**config.mk**
```make
export PLATFORM = sky130hd
export DESIGN_NAME = jt03_bus_master
export DESIGN_NICKNAME = d
export VERILOG_FILES = /design/src/rtl/jt03_bm_pkg.sv /design/src/rtl/jt03_bm_fifo.sv /design/src/rtl/jt03_bus_master.sv
export SDC_FILE = /design/constraint.sdc
export NUM_CORES = 1
export LEC_CHECK = 0
export ABC_AREA = 1
export CAP_MARGIN = 20
export CORE_MARGIN = 8
export CORE_UTILIZATION = 51
export CTS_BUF_LIST = sky130_fd_sc_hd__clkbuf_8 sky130_fd_sc_hd__clkbuf_16
export DETAILED_ROUTE_END_ITERATION = 12
export HOLD_SLACK_MARGIN = 0.05
export PLACE_DENSITY_LB_ADDON = 0.2
export SYNTH_ARGS = -nofsm -noshare
export SYNTH_HDL_FRONTEND = slang
export SYNTH_SLANG_ARGS = --single-unit
```
**constraint.sdc**
```tcl
create_clock -name clk -period 2.1 [get_ports clk]
set_clock_uncertainty 0.2 [all_clocks]
set_input_delay 0.21 -clock clk [delete_from_list [all_inputs] [get_ports clk]]
set_output_delay 0.21 -clock clk [all_outputs]
set_load 0.005 [all_outputs]
```
**src/rtl/jt03_bm_pkg.sv**
```systemverilog
// Shared types and constants for the jt03 bus master.
package jt03_bm_pkg;

    typedef enum logic [2:0] {
        ST_IDLE,
        ST_ADDR,
        ST_GAP,
        ST_DATA,
        ST_POLL
    } bm_state_t;

    // Bit of the jt03 status byte that reports a write still in progress.
    localparam int BUSY_BIT = 7;

    // jt03 a0 select: 0 latches a register number, 1 writes its value.
    localparam logic PORT_ADDR = 1'b0;
    localparam logic PORT_DATA = 1'b1;

endpackage

```
**src/rtl/jt03_bm_fifo.sv**
```systemverilog
// Circular request queue holding {register, value} pairs for the bus master.
module jt03_bm_fifo #(
    parameter int DEPTH = 4
) (
    input  logic                     clk,
    input  logic                     rst,
    input  logic                     push,
    input  logic [15:0]              din,
    input  logic                     pop,
    output logic [15:0]              dout,
    output logic                     full,
    output logic                     empty,
    output logic [$clog2(DEPTH):0]   level
);

    localparam int AW = $clog2(DEPTH);
    localparam int LW = AW + 1;

    logic [15:0]   mem [DEPTH];
    logic [AW-1:0] wr_ptr;
    logic [AW-1:0] rd_ptr;
    logic          push_ok;
    logic          pop_ok;

    assign full    = (level == LW'(DEPTH));
    assign empty   = (level == '0);
    assign push_ok = push & ~full;
    assign pop_ok  = pop & ~empty;
    assign dout    = mem[rd_ptr];

    // Storage array; contents are don't-care until written, so no reset.
    always_ff @(posedge clk) begin
        if (push_ok) begin
            mem[wr_ptr] <= din;
        end
    end

    // Pointers wrap naturally because DEPTH is a power of two.
    always_ff @(posedge clk or posedge rst) begin
        if (rst) begin
            wr_ptr <= '0;
            rd_ptr <= '0;
            level  <= '0;
        end else begin
            if (push_ok) begin
                wr_ptr <= wr_ptr + AW'(1);
            end
            if (pop_ok) begin
                rd_ptr <= rd_ptr + AW'(1);
            end
            case ({push_ok, pop_ok})
                2'b10:   level <= level + LW'(1);
                2'b01:   level <= level - LW'(1);
                default: level <= level;
            endcase
        end
    end

endmodule

```
**src/rtl/jt03_bus_master.sv**
```systemverilog
// Drives the jt03 CPU port from a queue of register writes: address cycle,
// idle gap, data cycle, then polls the busy flag before the next write.
//
// state    | meaning
// ---------+----------------------------------------------------------
// ST_IDLE  | bus released; pops the next request when one is queued
// ST_ADDR  | one cen-cycle strobing the register number on a0=0
// ST_GAP   | bus released for ADDR_GAP cen-cycles between the strobes
// ST_DATA  | one cen-cycle strobing the value on a0=1
// ST_POLL  | chip selected, reading status until busy clears or timeout
module jt03_bus_master
    import jt03_bm_pkg::*;
#(
    parameter int FIFO_DEPTH = 4,
    parameter int ADDR_GAP   = 2,
    parameter int POLL_LIMIT = 255
) (
    input  logic                          clk,
    input  logic                          rst,
    input  logic                          cen,
    input  logic                          req_valid,
    output logic                          req_ready,
    input  logic [7:0]                    req_reg,
    input  logic [7:0]                    req_data,
    output logic [7:0]                    ym_din,
    output logic                          ym_addr,
    output logic                          ym_cs_n,
    output logic                          ym_wr_n,
    input  logic [7:0]                    ym_dout,
    output logic                          busy,
    output logic                          err_timeout,
    output logic [$clog2(FIFO_DEPTH):0]   level
);

    localparam int             GW        = $clog2(ADDR_GAP) + 1;
    localparam logic [GW-1:0]  GAP_INIT  = GW'(ADDR_GAP - 1);
    localparam logic [7:0]     POLL_LIM8 = 8'(POLL_LIMIT);

    bm_state_t     state;
    bm_state_t     state_nxt;
    logic [GW-1:0] gap_cnt;
    logic [7:0]    poll_cnt;
    logic [7:0]    poll_inc;
    logic [7:0]    data_q;
    logic [15:0]   fifo_dout;
    logic          fifo_full;
    logic          fifo_empty;
    logic          pop;
    logic          busy_hi;
    logic          poll_expire;

    logic          cs_n_nxt;
    logic          wr_n_nxt;
    logic          addr_nxt;
    logic [7:0]    din_nxt;

    // Only the busy flag of the status byte matters here.
    logic          unused_dout;
    assign unused_dout = ^ym_dout[6:0];

    jt03_bm_fifo #(
        .DEPTH (FIFO_DEPTH)
    ) u_fifo (
        .clk   (clk),
        .rst   (rst),
        .push  (req_valid),
        .din   ({req_reg, req_data}),
        .pop   (pop),
        .dout  (fifo_dout),
        .full  (fifo_full),
        .empty (fifo_empty),
        .level (level)
    );

    assign req_ready   = ~fifo_full;
    assign busy        = (level != '0) | (state != ST_IDLE);
    assign pop         = cen & (state == ST_IDLE) & ~fifo_empty;
    assign busy_hi     = ym_dout[BUSY_BIT];
    assign poll_inc    = poll_cnt + 8'd1;
    assign poll_expire = busy_hi & (poll_inc == POLL_LIM8);

    // State register, advancing only on clock-enable pulses.
    always_ff @(posedge clk or posedge rst) begin
        if (rst) begin
            state <= ST_IDLE;
        end else if (cen) begin
            state <= state_nxt;
        end
    end

    // Next-state decode.
    always_comb begin
        state_nxt = state;
        unique case (state)
            ST_IDLE: if (!fifo_empty)            state_nxt = ST_ADDR;
            ST_ADDR:                             state_nxt = ST_GAP;
            ST_GAP:  if (gap_cnt == '0)          state_nxt = ST_DATA;
            ST_DATA:                             state_nxt = ST_POLL;
            ST_POLL: if (!busy_hi || poll_expire) state_nxt = ST_IDLE;
            default:                             state_nxt = ST_IDLE;
        endcase
    end

    // Bus values for the state being entered; registered below so the pins
    // never see a combinational path. ADDR is only entered from IDLE in the
    // same edge as the pop, so the register number comes straight off the
    // queue head.
    always_comb begin
        cs_n_nxt = 1'b1;
        wr_n_nxt = 1'b1;
        addr_nxt = PORT_ADDR;
        din_nxt  = ym_din;
        unique case (state_nxt)
            ST_ADDR: begin
                cs_n_nxt = 1'b0;
                wr_n_nxt = 1'b0;
                din_nxt  = fifo_dout[15:8];
            end
            ST_DATA: begin
                cs_n_nxt = 1'b0;
                wr_n_nxt = 1'b0;
                addr_nxt = PORT_DATA;
                din_nxt  = data_q;
            end
            ST_POLL: begin
                cs_n_nxt = 1'b0;
            end
            default: begin
                cs_n_nxt = 1'b1;
            end
        endcase
    end

    // Registered bus pins; strobes release asynchronously on reset.
    always_ff @(posedge clk or posedge rst) begin
        if (rst) begin
            ym_cs_n <= 1'b1;
            ym_wr_n <= 1'b1;
            ym_addr <= PORT_ADDR;
            ym_din  <= 8'h00;
        end else if (cen) begin
            ym_cs_n <= cs_n_nxt;
            ym_wr_n <= wr_n_nxt;
            ym_addr <= addr_nxt;
            ym_din  <= din_nxt;
        end
    end

    // Latched value, gap/poll counters and the sticky timeout flag.
    always_ff @(posedge clk or posedge rst) begin
        if (rst) begin
            data_q      <= 8'h00;
            gap_cnt     <= '0;
            poll_cnt    <= 8'h00;
            err_timeout <= 1'b0;
        end else if (cen) begin
            if (pop) begin
                data_q <= fifo_dout[7:0];
            end
            unique case (state)
                ST_ADDR: gap_cnt <= GAP_INIT;
                ST_GAP:  if (gap_cnt != '0) gap_cnt <= gap_cnt - GW'(1);
                ST_DATA: poll_cnt <= 8'h00;
                ST_POLL: begin
                    if (busy_hi) begin
                        poll_cnt <= poll_inc;
                    end
                    if (poll_expire) begin
                        err_timeout <= 1'b1;
                    end
                end
                default: ;
            endcase
        end
    end

endmodule

```
==> flow_metrics.tcl <==
set metrics [dict create \
    p_leak_uw 0.00206 \
    synthDistinctLibCells 33 \
    layout.cell_area.non_filler_sq_um 5350 \
    mappedNetlistArea_sq_um 4450 \
    cp_cell_sequence "nor2_4 > nand2_2 > nor2_4 > nand2_4 > clkinv_4 > ha_4 > inv_4 > fa_2 > a21oi_2 > o21ai_1 > xnor2_1" \
    drcViolationCount 0 \
    cts-buffers-inserted 9 \
    number_of_standard_cells_in_the_layout_taps_in_and_fillers_out 573 \
    irDropWorstVdd_v 0.000563 \
    cp-end-kind "flop" \
    slew_violations 0 \
    grt.overflow.total 0 \
    post_dp_area_sq_um 5070 \
    clock-sinks 104 \
    postSynthNetCount 436 \
    routed_wire_length_per_instance_um 15.4 \
    cts.path.max_buffers 2 \
    antenna_left 0 \
    power_density_normalized_to_cell_area_nw_per_um2 1380 \
    cts_tree "yes" \
    layout.cells.most_common "sky130_fd_sc_hd__nor2_1" \
    num-fill-cells 721 \
    cts-htree-levels 3 \
    i_o_pin_total 45 \
    critPathMostFrequentCell "sky130_fd_sc_hd__nor2_4" \
    placement_rows 34 \
    synth_seq_cells 104 \
    worst-endpoint-required_ns 2.17 \
    fp.coreArea_sq_um 8590 \
    placed_cells_incl_taps 551 \
    maximum_clock_frequency_mhz 478 \
    post_detail_place_hpwl_um 6000 \
    seq_power_share 0.429 \
    synth.largest_area_cell "sky130_fd_sc_hd__edfxtp_1" \
    drtPass1Iterations 4 \
    yosys.area_share.simple 0.152 \
    multi_input_comb_area_sq_um 1340 \
    period_share 0.996 \
    worstPathArrival_ns 2.16 \
    initial_core_util 0.518 \
    power.share.clock 0.163 \
    cp_slowest_cell "sky130_fd_sc_hd__dfrtp_1" \
    post_synth.cell_area_avg_sq_um 11.1 \
    final-setup-viol-count 0 \
    switching_power_uw 2810 \
    run_status "finished clean" \
    final_nets 497 \
    cts_hold_repair.buffers 0 \
    buffer_ports.inserted 37 \
    globalplace.congestion 0.788 \
    synth-xor-area-share 0.00788 \
    diodes 0 \
    totalWireLength_um 8800 \
    period_minus_slack_ns 2.09 \
    max-slew-margin-rel 0.646 \
    main_combinational_cell_family_by_area_after_synthesis "simple AND/OR/NAND/NOR gates" \
    worstSetupStartpointType "flop" \
    tightestPinTransition_ns 0.530 \
    netlist.area_leader.share 0.432 \
    initial_antenna_violation_count 0 \
    die_x_um 109 \
    setup_tns_after_final_layout_ns 0 \
    fin_worst_setup_slack_ns 0.00761 \
    yosysSeqAreaShare 0.658 \
    worstPathBufferInverterCount 2 \
    fraction_of_final_layout_cells_sized_beyond_drive_strength_1 0.178 \
    clk_pin_slew_ns 0.11 \
    clk_root_buffer_cell "sky130_fd_sc_hd__clkbuf_8" \
    finalHoldViolations 0 \
    yosys_warnings 0 \
    net_switching_share_of_the_total_power 0.380 \
    synth_top_area_cells "sky130_fd_sc_hd__edfxtp_1 (43%), sky130_fd_sc_hd__dfrtp_1 (21%), sky130_fd_sc_hd__nor2_1 (6.7%), sky130_fd_sc_hd__o21ai_0 (4.4%), sky130_fd_sc_hd__nand2_1 (3.7%)" \
    synth_compound_gate_area_share 0.109 \
    cell_internal_pwr_uw 4580 \
    post_synthesis_instance_total 399 \
    floorplan.die_area_sq_um 12000 \
    slowest_delay_ns 0.44 \
    muxShareOfSynthArea 0 \
    min_path_type "in -> async" \
    violation_count_after_the_first_detailed_routing_iteration 144 \
    timing.critical_path.fanout_max 3 \
    largest_net_degree_at_the_start_of_global_routing 41 \
    ff_latch_area_sq_um 2930 \
    pwr-share-comb 0.408 \
    routed_vias 2990 \
    timing.setup.critical_path_class "reg -> reg" \
    grt_pass1_wl_um 14700 \
    drv_cap 0 \
    area.growth.synth_to_final_pct 20.2 \
    first_global_vias 3111 \
    grt_setup_unrepaired "yes" \
    synth-adder-area-share 0.0270 \
    clock_latency_ns 0.37 \
    via_per_inst 5.22 \
    globalRouteTotalUtil 0.158 \
    path_delay_family "adder cells" \
    die_y_um 109 \
    dp_worst_slack_ns 0.00454 \
    layout.cells.most_common_list "sky130_fd_sc_hd__nor2_1 (79), sky130_fd_sc_hd__edfxtp_1 (64), sky130_fd_sc_hd__nand2_1 (44)" \
]
[cells in the mapped netlist]
cell and n:
sky130_fd_sc_hd__a21oi_1 2, sky130_fd_sc_hd__a31o_2 1, sky130_fd_sc_hd__a31oi_1 8, sky130_fd_sc_hd__buf_2 7
sky130_fd_sc_hd__buf_4 1, sky130_fd_sc_hd__buf_6 2, sky130_fd_sc_hd__clkbuf_1 1, sky130_fd_sc_hd__clkbuf_2 1
sky130_fd_sc_hd__clkinv_4 1, sky130_fd_sc_hd__dfrtp_1 38, sky130_fd_sc_hd__dfstp_2 2, sky130_fd_sc_hd__edfxtp_1 64
sky130_fd_sc_hd__fa_1 1, sky130_fd_sc_hd__ha_1 8, sky130_fd_sc_hd__inv_1 28, sky130_fd_sc_hd__inv_2 5
sky130_fd_sc_hd__nand2_1 44, sky130_fd_sc_hd__nand2_2 4, sky130_fd_sc_hd__nand3_1 8, sky130_fd_sc_hd__nand3_2 2
sky130_fd_sc_hd__nand4_1 2, sky130_fd_sc_hd__nor2_1 79, sky130_fd_sc_hd__nor2_2 7, sky130_fd_sc_hd__nor2_4 3
sky130_fd_sc_hd__nor2_8 1, sky130_fd_sc_hd__nor3_1 1, sky130_fd_sc_hd__nor3_4 1, sky130_fd_sc_hd__o21ai_0 39
sky130_fd_sc_hd__o21ai_1 13, sky130_fd_sc_hd__o21ai_2 9, sky130_fd_sc_hd__o22ai_1 12, sky130_fd_sc_hd__xnor2_1 2
sky130_fd_sc_hd__xor2_1 2
[repair_timing]
| item | in CTS | in global routing |
|---|---|---|
| pin swaps | 1 | 7 |
| buffers inserted | 1 | 5 |
| endpoints found under the setup margin | 1 | 3 |
| gates resized for setup | 1 | 8 |
[worst min-delay path: cells and delay by family]
kind | cells | cell delay (ns)
buf+inv | 3 | 0.88
[flip-flops by register name, indices dropped and copies added, names as in the netlist]
| register | count |
|---|---|
| data_q | 8 |
| u_fifo.wr_ptr | 2 |
| ym_addr | 1 |
| state | 3 |
| u_fifo.rd_ptr | 2 |
| gap_cnt | 2 |
| ym_wr_n | 1 |
| err_timeout | 1 |
| u_fifo.mem | 64 |
| u_fifo.level | 3 |
| poll_cnt | 8 |
| ym_cs_n | 1 |
| ym_din | 8 |
[layout make-up]
| type | instances | share of cell area |
|---|---|---|
| flip-flops and latches | 104 | 0.548 |
| multi-input cells | 249 | 0.251 |
| repair buffers | 62 | 0.114 |
| inverters | 34 | 0.0253 |
| well taps | 108 | 0.0253 |
| clock buffers | 9 | 0.0232 |
| clock inverters | 7 | 0.0136 |
[metrics by stage]
step	utilization	hold WS, ns	total power (uW)
floorplan	-	0.109	5020
global placement	0.591	0.253	6010
detailed placement	0.591	0.260	6120
CTS	0.614	0.0672	7340
global route	0.622	0.0947	7950
finish	0.622	0.0546	7390
[path summary, 6_finish.rpt]
check	from	endpoint	slack, ns	cells after the start
max	state[0]$_DFFE_PP0P_	u_fifo.level[2]$_DFFE_PP0P_	0.008	11
min	rst	u_fifo.level[2]$_DFFE_PP0P_	0.05	3
max reg2reg	state[0]$_DFFE_PP0P_	u_fifo.level[2]$_DFFE_PP0P_	0.008	11
min reg2reg	ym_cs_n$_DFFE_PP1P_	ym_cs_n$_DFFE_PP1P_	0.28	2
max in group asynchronous	rst	ym_din[4]$_DFFE_PP0P_	1.26	3
min in group clk	req_data[1]	u_fifo.mem[3][1]$_DFFE_PP_	0.26	1
[cells by family (layout without fill, tap and decap cells)]
kind of cell / Yosys count / after routing
DFF: 104 / 104
AOI/OAI and AO/OA: 84 / 84
xor gates and xnor gates: 4 / 4
buffers and inverters: 46 / 112
and+or+nand+nor: 152 / 152
adders and majority gates: 9 / 9
[routing by layer]
layer / vias to the layer above / routed length, um / track usage
met5: - / 0 / 0
met4: 0 / 144 / 0.0530
met3: 18 / 376 / 0.0445
met2: 59 / 4400 / 0.270
met1: 1433 / 3880 / 0.187
li1: 1480 / - / -
[power groups by stage]
stage,sequential [uW],combinational [uW],clock (uW)
3_5_place_dp,3220,2900,0
4_1_cts,3170,2930,1240
6_report,3170,3010,1210
3_3_place_gp,3190,2820,0
2_1_floorplan,3140,1880,0
5_1_grt,3240,3390,1320
Power figures use the tool's default switching activity.
